### config.mk
export PLATFORM = sky130hd
export DESIGN_NAME = cpu_sequencer
export DESIGN_NICKNAME = d
export VERILOG_FILES = /design/src/rtl/cpu_pkg.sv /design/src/rtl/cpu_sequencer.sv
export SDC_FILE = /design/constraint.sdc
export NUM_CORES = 1
export LEC_CHECK = 0
export BUFFER_PORTS_ARGS = -buffer_cell sky130_fd_sc_hd__buf_2
export CELL_PAD_IN_SITES_DETAIL_PLACEMENT = 0
export CELL_PAD_IN_SITES_GLOBAL_PLACEMENT = 1
export CORE_MARGIN = 1.5
export CORE_UTILIZATION = 32
export CTS_CLUSTER_SIZE = 24
export DETAILED_ROUTE_END_ITERATION = 16
export GPL_TIMING_DRIVEN = 0
export PLACE_DENSITY = 0.84
export SETUP_SLACK_MARGIN = 0.3
export SYNTH_ARGS = -nofsm -noshare
export SYNTH_HDL_FRONTEND = slang
export SYNTH_SLANG_ARGS = --single-unit
export TNS_END_PERCENT = 20
### constraint.sdc
create_clock -name clk -period 2 [get_ports clk]
set_clock_uncertainty 0.05 [all_clocks]
set_input_delay 0.4 -clock clk [delete_from_list [all_inputs] [get_ports clk]]
set_output_delay 0.4 -clock clk [all_outputs]
set_load 0.02 [all_outputs]
### src/rtl/cpu_pkg.sv
// Shared definitions for the 8-bit accumulator CPU: opcodes, default widths
// and the sequencer state encoding.
package cpu_pkg;

  localparam int ADDR_W_DEF = 5;
  localparam int DATA_W_DEF = 8;

  localparam logic [2:0] LOAD  = 3'b001;
  localparam logic [2:0] STORE = 3'b010;
  localparam logic [2:0] ADD   = 3'b011;
  localparam logic [2:0] SUB   = 3'b100;
  localparam logic [2:0] JMP   = 3'b101;
  localparam logic [2:0] JZ    = 3'b110;
  localparam logic [2:0] OUT   = 3'b111;

  typedef enum logic [2:0] {
    FETCH_REQ = 3'd0,
    FETCH_LAT = 3'd1,
    EXEC      = 3'd2,
    MEM_WB    = 3'd3,
    UART_WAIT = 3'd4,
    HALT      = 3'd5
  } seq_state_e;

endpackage

### src/rtl/cpu_sequencer.sv
// Multi-cycle fetch/execute sequencer: owns pc and ir and times the strobes.
// Optional CPU_SEQ_SINGLE_STEP_EN adds a step port gating each fetch.
//
// state     | meaning
// FETCH_REQ | rom_addr = pc, wait for run (and step)
// FETCH_LAT | ROM data valid, latch into ir
// EXEC      | decoder controls valid, issue ram_re/ram_we/uart_valid
// MEM_WB    | RAM data consumed, acc_we pulse, pc+1
// UART_WAIT | hold uart_valid and ir until uart_ready
// HALT      | jump-to-self seen, frozen until reset
module cpu_sequencer
  import cpu_pkg::*;
#(
  parameter int ADDR_W = ADDR_W_DEF,
  parameter int DATA_W = DATA_W_DEF
) (
  input  logic              clk,
  input  logic              reset,
  input  logic              run,
  output logic [ADDR_W-1:0] rom_addr,
  input  logic [DATA_W-1:0] rom_data,
  output logic [DATA_W-1:0] ir,
  output logic [ADDR_W-1:0] pc,
  input  logic              dec_mem_read,
  input  logic              dec_acc_write,
  input  logic              dec_mem_write,
  input  logic              dec_pc_write,
  input  logic              dec_uart_send,
  input  logic [ADDR_W-1:0] dec_new_pc,
  output logic              ram_re,
  output logic              ram_we,
  output logic              acc_we,
  output logic              uart_valid,
  input  logic              uart_ready,
`ifdef CPU_SEQ_SINGLE_STEP_EN
  output logic              halted,
  input  logic              step
`else
  output logic              halted
`endif
);

  seq_state_e        state_q;
  logic [ADDR_W-1:0] pc_q;
  logic [ADDR_W-1:0] pc_inc;
  logic [DATA_W-1:0] ir_q;
  logic              acc_we_q;
  logic              halted_q;
  logic              go;

  assign pc_inc = pc_q + ADDR_W'(1);

`ifdef CPU_SEQ_SINGLE_STEP_EN
  assign go = run & step;
`else
  assign go = run;
`endif

  always_ff @(posedge clk) begin
    if (reset) begin
      state_q  <= FETCH_REQ;
      pc_q     <= '0;
      ir_q     <= '0;
      acc_we_q <= 1'b0;
      halted_q <= 1'b0;
    end else begin
      acc_we_q <= 1'b0;
      unique case (state_q)
        FETCH_REQ: if (go) state_q <= FETCH_LAT;
        FETCH_LAT: begin
          ir_q    <= rom_data;
          state_q <= EXEC;
        end
        EXEC: begin
          if (dec_mem_read) begin
            state_q  <= MEM_WB;
            acc_we_q <= dec_acc_write;
          end else if (dec_uart_send && !uart_ready) begin
            state_q <= UART_WAIT;
          end else if (dec_pc_write) begin
            pc_q <= dec_new_pc;
            // A jump onto its own address is the program's halt idiom.
            if (dec_new_pc == pc_q) begin
              state_q  <= HALT;
              halted_q <= 1'b1;
            end else begin
              state_q <= FETCH_REQ;
            end
          end else begin
            pc_q    <= pc_inc;
            state_q <= FETCH_REQ;
          end
        end
        MEM_WB: begin
          pc_q    <= pc_inc;
          state_q <= FETCH_REQ;
        end
        UART_WAIT: begin
          if (uart_ready) begin
            pc_q    <= pc_inc;
            state_q <= FETCH_REQ;
          end
        end
        HALT: state_q <= HALT;
        default: state_q <= FETCH_REQ;
      endcase
    end
  end

  // EXEC strobes depend only on state and the decoder, never on uart_ready.
  assign ram_re     = (state_q == EXEC) && dec_mem_read;
  assign ram_we     = (state_q == EXEC) && dec_mem_write && !dec_mem_read;
  assign uart_valid = ((state_q == EXEC) && dec_uart_send && !dec_mem_read) ||
                      (state_q == UART_WAIT);
  assign acc_we     = acc_we_q;
  assign halted     = halted_q;
  assign rom_addr   = pc_q;
  assign pc         = pc_q;
  assign ir         = ir_q;

endmodule

==> results.md <==
- Comb power frac: 0.218
- Design Power: 782 uW
- Drt wl/cell: 12.1 microns
- Yosys top cell area share: 0.361
- Mean post-synth cell area: 8.76 sq um
- Total nets after synthesis: 137
- Nets@finish: 187
- Fin cells: 196
- List of most frequent post-synthesis cells: dfxtp_1, nor2_1, mux2i_1
- Yosys reg bits: 18
- Core area: 3000 sq um
- Min Tclk post-route: 1880 ps
- DP HPWL: 1.77 mm
- Initial antenna violation count: 0
- H-tree depth: 1
- Most frequent cell after synthesis: dfxtp_1
- Placed cells: 190
- Top_reg_cell synth: dfxtp_1
- Sequential Power Share: 0.494
- Die Wd: 58.9 microns
- Worst Path Required: 1550 ps
- Global-route wire length before repair: 3.85 mm
- N_diodes: 0
- Worst setup SP type: register
- Initial Utilization: 0.333
- Clock sinks: 18
- Synthesis warning total: 0
- CTS buffer count: 3
- Share of cells above drive strength 1: 0.411
- LEAKAGE: 0.000646 uW
- Worst-Margin Slew: 533 ps
- Largest net degree at the start of global routing: 11
- Via Count: 966
- Die height: 58.9 microns
- Critical Path Sink Type: primary output
- Post-layout util: 0.448
- Hold_buf cts: 0
- Post-Synthesis Cells: 114
- Port bufs: 43
- Pwr per Cell Area: 581 nW/um^2
- Post-DRT Antenna Nets: 0
- Highest Clock Rate: 0.531 GHz
- Vias in the first global route: 902
- Detailed Route Iter0 Violations: 8
- Die area: 3460 sq um
- Cell taking the most area after synthesis: dfxtp_1
- Post-DR vias/cell: 4.93
- Total track usage: 0.141
- Switching power: 221 uW
- Mapped Area: 998 sq um
- # setup viols final: 0
- Hold Fails Final Rpt: 0
- Int Pwr: 561 uW
- Setup TNS: 0 ps
- Clock Path Buffers: 2
- Async S/R FF share, synth: 0
- Placed Area: 1270 sq um
- Clock latency at the later pin of the worst-skew pair: 300 ps
- Area contributors post-synth: dfxtp_1, mux2i_1, nor2_1
- Max cap viols: 0
- Slew Limit Headroom: 0.643
- RSZ-0062 raised after global routing: yes
- Drt pass-1 iters: 4
- Total gr overflow: 0
- Hold/Removal Path Class: in2reg
- Clk pwr share: 0.288
- Worst vdd ir: 0.267 mV
- I/O pin count: 45
- Outcome: complete, no violations
- GPL Wtd Cong: 0.728
- Final Cycle Share: 0.941
- Row Count: 20
- Routed wire length: 2.38 mm
- EDFF count, synth: 0
- Sw Share: 0.283
- Slew Limit Fails: 0
- Cell chosen for the clock root: clkbuf_4
- Seq/Total Area, Yosys: 0.361
- Critical path peak fanout: 3
- TritonCTS clock tree: built
- Synthesis-to-finish area growth: 34.7%
- Post-synth cell types: 34
- Worst Path Arrival: 1430 ps
- Clock slew at reported path FFs: 110 ps
- Remaining DRCs: 0
- Final Cell Area: 1350 sq um
- Critical path class: reg2out
==> logic make-up after synthesis <==
| kind of cell | count (synthesis) | synth area share |
|---|---|---|
| buffers and inverters | 16 | 0.0815 |
| flip-flops | 18 | 0.361 |
| AND/OR/NAND/NOR | 43 | 0.217 |
| adder cells (fa/ha/maj) | 1 | 0.0125 |
| AO/OA/AOI/OAI | 19 | 0.164 |
| XOR/XNOR | 5 | 0.0439 |
| multiplexers | 12 | 0.120 |
==> power groups by stage <==
stage | Sequential [uW] | Combinational [uW] | Clock, uW
after floorplan | 410 | 93.4 | 0
after global placement | 395 | 161 | 0
after detailed placement | 395 | 164 | 0
after CTS | 386 | 171 | 230
after global routing | 389 | 185 | 243
final | 387 | 170 | 225
==> placed cells by master, fill, tap and decap left out, drive strengths merged, types with 2 or more instances in the layout <==
cell and n:
a21oi 2, a22oi 3, a2bb2oi 2, a32o 2
and2 3, buf 52, clkbuf 7, dfxtp 18
inv 6, mux2i 12, nand2 7, nand2b 3
nand3 2, nor2 16, nor2b 2, nor3 3
nor3b 2, o21a 2, o32ai 4, xnor2 3
xor2 2
==> critical path: stages, from the launching register on <==
cell	delay, ps
dfxtp_4	360
nand2b_4	140
or3b_4	380
a21oi_4	130
buf_6	130
==> worst paths after layout <==
| path | to | slack [ps] | startpoint | cells past startpoint |
|---|---|---|---|---|
| setup / recovery | uart_valid | 120 | state_q[2] | 4 |
| hold / removal | ir[1] | 290 | rom_data[1] | 3 |
| hold reg to reg | halted | 430 | halted | 1 |
| setup reg to reg | pc[0] | 310 | state_q[2] | 6 |
==> sequential cells by signal, indices dropped and copies added, names as in the netlist <==
name	count
state_q	3
pc	5
ir	8
halted	1
acc_we	1
==> metal layers <==
| layer | global-route usage | share of wire | up-vias | routed length [microns] |
|---|---|---|---|---|
| met3 | 0.0198 | 0.032 | 2 | 76 |
| met5 | 0 | 0 | - | 0 |
| li1 | - | - | 496 | - |
| met1 | 0.182 | 0.45 | 450 | 1080 |
| met2 | 0.235 | 0.50 | 18 | 1200 |
| met4 | 0.0617 | 0.0088 | 0 | 21 |
==> cell type report <==
class / instances / area, sq um
fill: 316 / 1660
multi-input combinational: 80 / 581
sequential: 18 / 368
timing repair buffer: 45 / 236
buffer: 10 / 60.1
tap: 33 / 41.3
clock buffer: 4 / 36.3
inverter: 6 / 22.5
==> stage by stage <==
step	hold WS, ps	worst slack, ps
5_1_grt	287	78.5
2_1_floorplan	491	315
6_report	288	118
4_1_cts	285	110
3_3_place_gp	401	183
3_5_place_dp	409	172
==> repair_timing <==
action,4_1_cts,5_1_grt
buffers inserted,2,0
gates resized for setup,9,2
setup endpoints to repair,3,17
pin swaps,3,0
Power figures use the tool's default switching activity.
